**src/rtl/carbon_arch_pkg.sv**
```systemverilog
// Carbon core architectural constants shared by the debug subsystem.
package carbon_arch_pkg;

    localparam logic [31:0] DBG_CTRL        = 32'h0000_0010;
    localparam logic [31:0] DBG_STATUS      = 32'h0000_0014;
    localparam logic [31:0] DBG_DATA0       = 32'h0000_0020;

    localparam int CARBON_DBG_ARB_TIMEOUT_DEFAULT = 256;

endpackage

```
**src/rtl/debug_csr_arbiter_pkg.sv**
```systemverilog
// Types and helpers for the debug CSR arbiter.
package debug_csr_arbiter_pkg;

    typedef struct packed {
        logic [31:0] rdata;
        logic        fault;
        logic        side_effect;
    } csr_rsp_t;

    localparam csr_rsp_t CSR_RSP_TIMEOUT = '{rdata: 32'h0, fault: 1'b1, side_effect: 1'b0};

    // Counter must hold TIMEOUT-1; keep at least one bit when the timeout is disabled.
    function automatic int dbg_arb_cnt_width(input int timeout);
        int w;
        w = $clog2(timeout + 1);
        return (w < 1) ? 1 : w;
    endfunction

endpackage

```
**src/rtl/csr_if.sv**
```systemverilog
// Debug CSR request/response bundle between the arbiter and the debug hub.
interface csr_if;
    logic        req_valid;
    logic        req_ready;
    logic        req_write;
    logic [31:0] req_addr;
    logic [31:0] req_wdata;
    logic        rsp_valid;
    logic        rsp_ready;
    logic [31:0] rsp_rdata;
    logic        rsp_fault;
    logic        rsp_side_effect;

    modport master (
        output req_valid, req_write, req_addr, req_wdata, rsp_ready,
        input  req_ready, rsp_valid, rsp_rdata, rsp_fault, rsp_side_effect
    );

    modport slave (
        input  req_valid, req_write, req_addr, req_wdata, rsp_ready,
        output req_ready, rsp_valid, rsp_rdata, rsp_fault, rsp_side_effect
    );
endinterface

```
**src/rtl/debug_csr_arbiter_rr_pick.sv**
```systemverilog
// Round-robin picker: first set request at or after ptr_i, wrapping modulo N_REQ.
module rr_pick #(
    parameter  int N_REQ = 2,
    localparam int GW    = $clog2(N_REQ)
) (
    input  logic [N_REQ-1:0] req_i,
    input  logic [GW-1:0]    ptr_i,
    output logic             any_o,
    output logic [GW-1:0]    idx_o
);
    localparam int PW = GW + 1;

    logic [GW-1:0]    cand [N_REQ];
    logic [N_REQ-1:0] rot;

    // cand[k] is the requester k positions after the pointer.
    for (genvar gi = 0; gi < N_REQ; gi++) begin : g_rot
        logic [PW-1:0] sum;
        logic [PW-1:0] sum_wrap;
        assign sum      = {1'b0, ptr_i} + PW'(gi);
        assign sum_wrap = sum - PW'(N_REQ);
        assign cand[gi] = (sum >= PW'(N_REQ)) ? sum_wrap[GW-1:0] : sum[GW-1:0];
        assign rot[gi]  = req_i[cand[gi]];
    end

    assign any_o = |req_i;

    always_comb begin
        idx_o = '0;
        for (int k = N_REQ - 1; k >= 0; k--) begin
            if (rot[k]) begin
                idx_o = cand[k];
            end
        end
    end
endmodule

```
**src/rtl/debug_csr_arbiter.sv**
```systemverilog
// Round-robin arbiter sharing the debug CSR port, one transaction in flight, with response timeout.
module debug_csr_arbiter
    import carbon_arch_pkg::*;
    import debug_csr_arbiter_pkg::*;
#(
    parameter  int N_REQ   = 2,
    parameter  int TIMEOUT = CARBON_DBG_ARB_TIMEOUT_DEFAULT,
    localparam int GW      = $clog2(N_REQ)
) (
    input  logic               clk,
    input  logic               rst_n,
    input  logic [N_REQ-1:0]   s_req_valid,
    output logic [N_REQ-1:0]   s_req_ready,
    input  logic [N_REQ-1:0]   s_req_write,
    input  logic [N_REQ*32-1:0] s_req_addr,
    input  logic [N_REQ*32-1:0] s_req_wdata,
    output logic [N_REQ-1:0]   s_rsp_valid,
    input  logic [N_REQ-1:0]   s_rsp_ready,
    output logic [31:0]        s_rsp_rdata,
    output logic               s_rsp_fault,
    output logic               s_rsp_side_effect,
    csr_if.master              m_csr,
    output logic               busy,
    output logic [GW-1:0]      grant_idx,
    output logic               timeout_pulse
);
    localparam int CW      = dbg_arb_cnt_width(TIMEOUT);
    localparam int TO_LAST = (TIMEOUT > 0) ? TIMEOUT - 1 : 0;

    typedef enum logic [2:0] {IDLE, REQ, WAIT, RSP, RSP_TO, DRAIN} state_e;

    state_e        state_q, state_d;
    logic [GW-1:0] rr_ptr_q, rr_ptr_d;
    logic [GW-1:0] grant_q, grant_d;
    logic          write_q, write_d;
    logic [31:0]   addr_q, addr_d;
    logic [31:0]   wdata_q, wdata_d;
    csr_rsp_t      rsp_q, rsp_d;
    logic [CW-1:0] cnt_q, cnt_d;
    logic          pulse_q, pulse_d;

    logic          pick_any;
    logic [GW-1:0] pick_idx;
    logic [31:0]   addr_arr  [N_REQ];
    logic [31:0]   wdata_arr [N_REQ];
    logic          timeout_hit;

    for (genvar gi = 0; gi < N_REQ; gi++) begin : g_unpack
        assign addr_arr[gi]  = s_req_addr[32*gi +: 32];
        assign wdata_arr[gi] = s_req_wdata[32*gi +: 32];
    end

    rr_pick #(.N_REQ(N_REQ)) u_rr_pick (
        .req_i (s_req_valid),
        .ptr_i (rr_ptr_q),
        .any_o (pick_any),
        .idx_o (pick_idx)
    );

    // A response arriving in the expiry cycle still wins over the timeout.
    assign timeout_hit = (TIMEOUT != 0) && (cnt_q == CW'(TO_LAST)) && !m_csr.rsp_valid;

    always_comb begin
        state_d  = state_q;
        rr_ptr_d = rr_ptr_q;
        grant_d  = grant_q;
        write_d  = write_q;
        addr_d   = addr_q;
        wdata_d  = wdata_q;
        rsp_d    = rsp_q;
        cnt_d    = cnt_q;
        pulse_d  = 1'b0;
        case (state_q)
            IDLE: begin
                if (pick_any) begin
                    grant_d  = pick_idx;
                    rr_ptr_d = (pick_idx == GW'(N_REQ - 1)) ? '0 : pick_idx + GW'(1);
                    write_d  = s_req_write[pick_idx];
                    addr_d   = addr_arr[pick_idx];
                    wdata_d  = wdata_arr[pick_idx];
                    state_d  = REQ;
                end
            end
            REQ: begin
                if (m_csr.req_ready) begin
                    cnt_d   = '0;
                    state_d = WAIT;
                end
            end
            WAIT: begin
                if (m_csr.rsp_valid) begin
                    rsp_d   = '{rdata: m_csr.rsp_rdata, fault: m_csr.rsp_fault,
                                side_effect: m_csr.rsp_side_effect};
                    state_d = RSP;
                end else if (timeout_hit) begin
                    rsp_d   = CSR_RSP_TIMEOUT;
                    pulse_d = 1'b1;
                    state_d = RSP_TO;
                end else begin
                    cnt_d = cnt_q + CW'(1);
                end
            end
            RSP: begin
                if (s_rsp_ready[grant_q]) state_d = IDLE;
            end
            RSP_TO: begin
                if (s_rsp_ready[grant_q]) state_d = DRAIN;
            end
            DRAIN: begin
                if (m_csr.rsp_valid) state_d = IDLE;
            end
            default: state_d = IDLE;
        endcase
    end

    always_ff @(posedge clk or negedge rst_n) begin
        if (!rst_n) begin
            state_q  <= IDLE;
            rr_ptr_q <= '0;
            grant_q  <= '0;
            write_q  <= 1'b0;
            addr_q   <= '0;
            wdata_q  <= '0;
            rsp_q    <= '0;
            cnt_q    <= '0;
            pulse_q  <= 1'b0;
        end else begin
            state_q  <= state_d;
            rr_ptr_q <= rr_ptr_d;
            grant_q  <= grant_d;
            write_q  <= write_d;
            addr_q   <= addr_d;
            wdata_q  <= wdata_d;
            rsp_q    <= rsp_d;
            cnt_q    <= cnt_d;
            pulse_q  <= pulse_d;
        end
    end

    // Ready is gated by rst_n so a requester holding valid through reset sees no accept.
    for (genvar gi = 0; gi < N_REQ; gi++) begin : g_port
        assign s_req_ready[gi] = rst_n && (state_q == IDLE) && pick_any && (pick_idx == GW'(gi));
        assign s_rsp_valid[gi] = ((state_q == RSP) || (state_q == RSP_TO)) && (grant_q == GW'(gi));
    end

    assign s_rsp_rdata       = rsp_q.rdata;
    assign s_rsp_fault       = rsp_q.fault;
    assign s_rsp_side_effect = rsp_q.side_effect;

    assign m_csr.req_valid = (state_q == REQ);
    assign m_csr.req_write = write_q;
    assign m_csr.req_addr  = addr_q;
    assign m_csr.req_wdata = wdata_q;
    assign m_csr.rsp_ready = (state_q == WAIT) || (state_q == DRAIN);

    assign busy          = (state_q != IDLE);
    assign grant_idx     = grant_q;
    assign timeout_pulse = pulse_q;
endmodule
```
**src/flat_wrapper.sv**
```systemverilog
// flat-port wrapper written by rule: the top's interface ports become plain ports
module debug_csr_arbiter_flat import carbon_arch_pkg::*; import debug_csr_arbiter_pkg::*;
#(
    parameter  int N_REQ   = 2,
    parameter  int TIMEOUT = CARBON_DBG_ARB_TIMEOUT_DEFAULT,
    localparam int GW      = $clog2(N_REQ)
)
  (clk, rst_n, s_req_valid, s_req_ready, s_req_write, s_req_addr, s_req_wdata, s_rsp_valid, s_rsp_ready, s_rsp_rdata, s_rsp_fault, s_rsp_side_effect, busy, grant_idx, timeout_pulse, m_csr_req_valid, m_csr_req_write, m_csr_req_addr, m_csr_req_wdata, m_csr_rsp_ready, m_csr_req_ready, m_csr_rsp_valid, m_csr_rsp_rdata, m_csr_rsp_fault, m_csr_rsp_side_effect);
  csr_if m_csr_i ();
  input  logic clk;
  input  logic rst_n;
  input  logic [N_REQ-1:0] s_req_valid;
  output logic [N_REQ-1:0] s_req_ready;
  input  logic [N_REQ-1:0] s_req_write;
  input  logic [N_REQ*32-1:0] s_req_addr;
  input  logic [N_REQ*32-1:0] s_req_wdata;
  output logic [N_REQ-1:0] s_rsp_valid;
  input  logic [N_REQ-1:0] s_rsp_ready;
  output logic [31:0] s_rsp_rdata;
  output logic s_rsp_fault;
  output logic s_rsp_side_effect;
  output logic busy;
  output logic [GW-1:0] grant_idx;
  output logic timeout_pulse;
  output wire logic [$bits(m_csr_i.req_valid)-1:0] m_csr_req_valid;
  output wire logic [$bits(m_csr_i.req_write)-1:0] m_csr_req_write;
  output wire logic [$bits(m_csr_i.req_addr)-1:0] m_csr_req_addr;
  output wire logic [$bits(m_csr_i.req_wdata)-1:0] m_csr_req_wdata;
  output wire logic [$bits(m_csr_i.rsp_ready)-1:0] m_csr_rsp_ready;
  input wire logic [$bits(m_csr_i.req_ready)-1:0] m_csr_req_ready;
  input wire logic [$bits(m_csr_i.rsp_valid)-1:0] m_csr_rsp_valid;
  input wire logic [$bits(m_csr_i.rsp_rdata)-1:0] m_csr_rsp_rdata;
  input wire logic [$bits(m_csr_i.rsp_fault)-1:0] m_csr_rsp_fault;
  input wire logic [$bits(m_csr_i.rsp_side_effect)-1:0] m_csr_rsp_side_effect;
  assign m_csr_req_valid = m_csr_i.req_valid;
  assign m_csr_req_write = m_csr_i.req_write;
  assign m_csr_req_addr = m_csr_i.req_addr;
  assign m_csr_req_wdata = m_csr_i.req_wdata;
  assign m_csr_rsp_ready = m_csr_i.rsp_ready;
  assign m_csr_i.req_ready = m_csr_req_ready;
  assign m_csr_i.rsp_valid = m_csr_rsp_valid;
  assign m_csr_i.rsp_rdata = m_csr_rsp_rdata;
  assign m_csr_i.rsp_fault = m_csr_rsp_fault;
  assign m_csr_i.rsp_side_effect = m_csr_rsp_side_effect;
  debug_csr_arbiter #(.N_REQ(N_REQ), .TIMEOUT(TIMEOUT)) u_core (.clk(clk), .rst_n(rst_n), .s_req_valid(s_req_valid), .s_req_ready(s_req_ready), .s_req_write(s_req_write), .s_req_addr(s_req_addr), .s_req_wdata(s_req_wdata), .s_rsp_valid(s_rsp_valid), .s_rsp_ready(s_rsp_ready), .s_rsp_rdata(s_rsp_rdata), .s_rsp_fault(s_rsp_fault), .s_rsp_side_effect(s_rsp_side_effect), .m_csr(m_csr_i), .busy(busy), .grant_idx(grant_idx), .timeout_pulse(timeout_pulse));
endmodule
```
**config.mk**
```make
export PLATFORM = sky130hd
export DESIGN_NAME = debug_csr_arbiter_flat
export DESIGN_NICKNAME = d
export VERILOG_FILES = /design/src/rtl/carbon_arch_pkg.sv /design/src/rtl/debug_csr_arbiter_pkg.sv /design/src/rtl/csr_if.sv /design/src/rtl/debug_csr_arbiter_rr_pick.sv /design/src/rtl/debug_csr_arbiter.sv /design/src/flat_wrapper.sv
export SDC_FILE = /design/constraint.sdc
export NUM_CORES = 1
export LEC_CHECK = 0
export CORE_MARGIN = 1
export CORE_UTILIZATION = 39
export CTS_BUF_LIST = sky130_fd_sc_hd__clkbuf_4 sky130_fd_sc_hd__clkbuf_8
export DETAILED_ROUTE_END_ITERATION = 10
export PLACE_DENSITY_LB_ADDON = 0.25
export SETUP_SLACK_MARGIN = 0.1
export SYNTH_ARGS = -nofsm -noshare
export SYNTH_HDL_FRONTEND = slang
export SYNTH_SLANG_ARGS = --single-unit
```
**constraint.sdc**
```tcl
create_clock -name clk -period 3.5 [get_ports clk]
set_clock_uncertainty 0.2 [all_clocks]
set_input_delay 1.05 -clock clk [delete_from_list [all_inputs] [get_ports clk]]
set_output_delay 1.05 -clock clk [all_outputs]
set_load 0.03 [all_outputs]
```
==> results.sh <==
export IMPL_irDropWorstVdd_mv=0.4622
export IMPL_rsz0062_at_grt="no"
export IMPL_slowest_stage="dlygate4sd2_1"
export IMPL_start_kind="input pin"
export IMPL_synthAdderAreaFrac_pct=0.5222
export IMPL_layout_setup_ws_ns=0.2501
export IMPL_finalSetupViolations=0
export IMPL_status="complete, no violations"
export IMPL_crit_chain="dlygate4sd2_1 > nand2_1 > and3_2 > and2_1 > buf_4"
export IMPL_timing_final_hold_violations=0
export IMPL_postCtsSetupBuffers=0
export IMPL_crit_path_max_fanout=4
export IMPL_max_freq_ghz=0.3077
export IMPL_power_density_mw_per_mm2=936.8
export IMPL_dieArea_mm2=0.01274
export IMPL_slew_headroom_pct=50.10
export IMPL_synth_nets=569
export IMPL_dr_pass1_iters=8
export IMPL_finalCoreUtilization_pct=67.58
export IMPL_cap_violations=0
export IMPL_port_buffers=279
export IMPL_combPwrFrac_pct=52.5
export IMPL_diodes=0
export IMPL_min_path_type="reg2reg"
export IMPL_cts_tree="built"
export IMPL_critical_path_top_delay_family="buffers and inverters"
export IMPL_cts_num_sinks=114
export IMPL_rows=40
export IMPL_fin_hold_ws_ns=0.2790
export IMPL_synthXorXnorAreaFrac_pct=0
export IMPL_grt_use_total_pct=25.21
export IMPL_switching_power_mw=3.138
export IMPL_grt_overflow_total=0
export IMPL_swShare_pct=41.26
export IMPL_yosys_warnings=0
export IMPL_vias=4533
export IMPL_synth_edff_count=0
export IMPL_crit_buf_inv=2
export IMPL_synthTopCellsByArea="dfrtp_1 60%, a222oi_1 14%, a22o_1 6.2%"
export IMPL_worst_pin_slew_ns=0.7485
export IMPL_grt_pass1_vias=4582
export IMPL_clkSlewWorstSetupHoldPaths_ns=0.06
export IMPL_crit_type="in2out"
export IMPL_async_flop_share_pct=100.0
export IMPL_finalCritPeriodShare_pct=92.85
export IMPL_routabilityCongestion=0.7977
export IMPL_synth_top_family_by_area="compound AO/OA/AOI/OAI gates"
export IMPL_cts_max_level=4
export IMPL_syn_cell_area_mm2=0.004792
export IMPL_syn2layout_area_growth_pct=69.40
export IMPL_finalSetupTns_ns=0
export IMPL_hpwl_um=11490
export IMPL_yosys_area_top_type_share_pct=59.53
export IMPL_stdcell_count=829
export IMPL_crit_path_end_kind="output port"
export IMPL_drtAntennaViolNets=0
export IMPL_ctsResizeCount=6
export IMPL_wirelength_um=15860
export IMPL_cts_root_buf="clkbuf_8"
export IMPL_required_ns=2.25
export IMPL_clkPwrFrac_pct=17.8
export IMPL_power_frac_seq_pct=29.7
export IMPL_die_h_um=112.9
export IMPL_fin_crit_ns=3.250
export IMPL_core_area_mm2=0.01201
export IMPL_cts_buffers=17
export IMPL_synthMuxAreaShare_pct=0.5222
export IMPL_slowest_delay_ns=0.32
export IMPL_initial_core_util_pct=39.90
export IMPL_dp_cells=799
export IMPL_p_leak_nw=3.861
export IMPL_wl_per_cell_um=19.13
export IMPL_die_w_um=112.9
export IMPL_yosysTopAreaCell="dfrtp_1"
export IMPL_grt_start_max_net_pins=67
export IMPL_hold_buffers=0
export IMPL_postSynthAreaPerCell_um2=12.13
export IMPL_io_pins=280
export IMPL_antenna_found_initial=0
export IMPL_drive_gt1_share_pct=8.504
export IMPL_yosys_area_share_simple_pct=5.901
export IMPL_insertion_delay_ns=0.40
export IMPL_nNetsFinal=845
export IMPL_ys_ff_latch=114
export IMPL_post_place_ws_ns=-0.01768
export IMPL_arrival_ns=2.00
export IMPL_ys_flop_type="dfrtp_1"
export IMPL_postSynthCellCount=395
export IMPL_synth_compound_area_share_pct=23.92
export IMPL_ys_seq_area_share_pct=59.53
export IMPL_intPower_mw=4.467
export IMPL_slew_violations=0
export IMPL_drt_iter0_drc=576
export IMPL_yosysUniqueCellTypes=41
export IMPL_cts_buffer_depth=2
export IMPL_drcViolationCount=0
export IMPL_grt_pass1_wl_um=24650
export IMPL_vias_per_cell=5.468
## layout by cell type, fill, tap and decap left out, drive strengths merged, types with 4 or more instances in the layout
cell type,instances
o21ai,18
a22o,34
bufinv,4
nand2,10
clkbuf,21
and3,7
nor2,5
dfrtp,114
a21oi,4
a222oi,65
buf,14
inv,69
clkdlybuf4s50,269
and2,5
dlymetal6s2s,4
## power by group through the flow
stage               registers, mW  clock network [mW]  logic [mW]
floorplan                    3.28                   0        1.28
global placement             2.24                   0        3.94
detailed placement           2.26                   0        4.01
CTS                          2.26                1.38        4.02
global route                 2.33                1.45        4.24
finish                       2.26                1.35        3.99
## registers in the layout (all words and copies together), names as in the netlist
name,cells
u_core.cnt_q,9
u_core.rr_ptr_q,1
u_core.grant_idx,1
u_core.m_csr.req_write,1
u_core.m_csr.req_wdata,32
u_core.s_rsp_fault,1
u_core.state_q,3
u_core.m_csr.req_addr,32
u_core.timeout_pulse,1
u_core.s_rsp_rdata,32
u_core.s_rsp_side_effect,1
## layout make-up
cell class | instances | area [µm²]
fillers | 919 | 3894
repair buffers | 290 | 2874
multi-input cells | 179 | 1503
clock inverters | 9 | 153.9
flip-flops and latches | 114 | 2855
inverters | 69 | 259.0
well taps | 147 | 183.9
clock buffers | 21 | 289.0
## final timing paths
path                       depth (start not counted)  slack (ns)            start                    endpoint
setup / recovery                                   5        0.25   s_req_valid[1]              s_req_ready[0]
hold reg to reg                                    1        0.28  u_core.cnt_q[7]             u_core.cnt_q[7]
max in group asynchronous                          2        1.78            rst_n   u_core.m_csr.req_addr[30]
setup reg to reg                                   9        0.63  u_core.cnt_q[0]             u_core.cnt_q[2]
hold / removal                                     1        0.28  u_core.cnt_q[7]             u_core.cnt_q[7]
min in group asynchronous                          1        0.30            rst_n  u_core.m_csr.req_wdata[26]
## Yosys cell counts (5+ instances only)
library cell  number
a222oi_1          65
a22o_1            34
and2_1             5
and3_1             7
buf_2             14
buf_6              6
clkbuf_1           7
dfrtp_1          114
inv_1             68
nand2_1           10
o21ai_1           16
## metrics by stage
stage                     power (mW)  instance area (µm²)
after CTS                      7.665                 8108
final                          7.605                 8118
after global placement         6.173                 7660
after floorplan                4.557                 4792
after global routing           8.020                 8118
after detailed placement       6.273                 7660
## worst reg2reg max path: cells and delay by family, from the launching register on
family                   cells  cell delay [ns]
AND/OR/NAND/NOR              4             1.07
AO/OA/AOI/OAI                3             0.53
adder cells (fa/ha/maj)      2             0.55
flip-flops                   1             0.41
## kinds of logic after synthesis
group,after synthesis
AOI/OAI and AO/OA,130
adders and majority gates,2
buffers and inverters,102
DFF,114
muxes,2
and+or+nand+nor,45
## metal layers
| metal | wire length [µm] | global-route usage, % | up-vias |
|---|---|---|---|
| li1 | - | - | 2055 |
| met1 | 6154 | 29.98 | 2233 |
| met2 | 8087 | 43.58 | 224 |
| met3 | 1276 | 7.606 | 21 |
| met4 | 335 | 8.684 | 0 |
| met5 | 0 | 0 | - |
Power figures use the tool's default switching activity.
==> RTL change (config.mk and constraints unchanged) <==
`CARBON_DBG_ARB_TIMEOUT_DEFAULT`: 256 -> 128.
--- a/src/rtl/carbon_arch_pkg.sv
+++ b/src/rtl/carbon_arch_pkg.sv
@@ -6,5 +6,5 @@
     localparam logic [31:0] DBG_DATA0       = 32'h0000_0020;
 
-    localparam int CARBON_DBG_ARB_TIMEOUT_DEFAULT = 256;
+    localparam int CARBON_DBG_ARB_TIMEOUT_DEFAULT = 128;
 
 endpackage
Formal check against the unedited RTL: same outputs for any inputs over 4 cycles, from zero or initial values and one cycle with rst_n low; that may be too few to reach the edited logic, so the function may still have changed.
==> RTL change against the original RTL <==
- the flow now finishes with violations (design-rule violations)
- final area shrank 0.79%
- power grew 1.6%
- synthesized area shrank 2.5%
- wire length shrank 4.6%
- sequential power grew 2%
- worst hold slack lost 0.076 ns
- sequential cell count shrank 1
- setup slack lost 0.10 ns
- non-clock buffer count is the same
- synthesized cell count shrank 4.1%
==> RTL change: results (changes against the original RTL) <==
stage	metric	value	unit	change
run_status	failing checks	design-rule violations		
critical_path	delay of the slowest cell on the worst path	0.49	ns	+0.17 ns
critical_path	Slowest-stage cell, CP	clkdlybuf4s50_1		
routing	routed length per instance	18.6	um	-2.6%
cells_and_area	layout cells sized above 1	9.27	%	+0.76 points
synth	syn nets	552		-3.0%
cells_and_area	non-clock buffer share of cell area	35.6	%	+0.20 points
cells_and_area	synth-to-layout area growth	72.4	%	
run_status	status	finished, violations left		
place	hpwl dp	10800	um	-6.1%
synth	Seq cells post-synth	113		-0.88%
critical_path	reg2reg end	u_core.m_csr.req_addr[17]		
critical_path	Crit Path Max Fanout	3		-1
place	placed insts	780		-2.4%
cells_and_area	fill count	863		-6.1%
power	worst vdd ir	0.583	mV	+26%
grt	initial antenna violation count	1		+1
cells_and_area	multi-input gates	165		-7.8%
place	pre-CTS WS	0.0708	ns	+0.0885 ns
synth	sequential share of the synthesized area	60.5	%	+1.0 points
routing	# DRC	20		+20
synth	syn_area_per_cell	12.3	um^2	+1.6%
power	internal power	4.52	mW	+1.3%
synth	most instantiated cells after synthesis	dfrtp_1, inv_1, a222oi_1		
cells_and_area	clock tree buffer count of the final layout	22		+4.8%
min_path	worst hold path type	in -> async		
sta	relative slew slack	51.3	%	+1.3 points
sta	final hold slack	0.203	ns	-0.0764 ns
cells_and_area	area of the multi-input gates	0.00147	mm^2	-2.3%
synth	Synth area leaders	dfrtp_1, a222oi_1, a22o_1		
sta	Final period util	95.7	%	+2.9 points
critical_path	reg-to-reg slack, setup	1.11	ns	+0.48 ns
synth	Yosys cell types	43		+4.9%
critical_path	FF-to-FF Start	u_core.state_q[0]		
cells_and_area	Final Non-Filler Cells	812		-2.1%
cts	later-pin clock latency in the skew report	0.42	ns	+0.02 ns
power	leakage power	3.83	nW	-0.69%
## RTL change: worst max-delay path, delay by kind of cell
family / cells / cell delay, ns
buffers and inverters: 2 / 0.63
and+or+nand+nor: 3 / 0.42
## RTL change: logic make-up (layout without fill, tap and decap cells)
family,count (synthesis),in the layout,synth area share (%)
buffers and inverters,101,391,8.60
muxes,5,5,1.10
adders and majority gates,1,1,0.268
and+or+nand+nor,34,34,4.45
AOI/OAI and AO/OA,125,125,25.0
DFF,113,113,60.5
## RTL change: power groups by stage
stage / Sequential, mW / Clock [mW] / Combinational (mW)
after floorplan: 3.30 / 0 / 1.30
after global placement: 2.28 / 0 / 3.99
after detailed placement: 2.30 / 0 / 4.07
after CTS: 2.30 / 1.41 / 4.08
after global routing: 2.38 / 1.48 / 4.31
final: 2.30 / 1.38 / 4.04
## RTL change: metal layers
metal	vias to the layer above	global-route usage, %	share of wire [%]
met5	-	0	0.086
met4	2	11.4	2.4
li1	2006	-	-
met1	2141	28.2	38
met2	227	44.0	50
met3	27	8.71	9.1
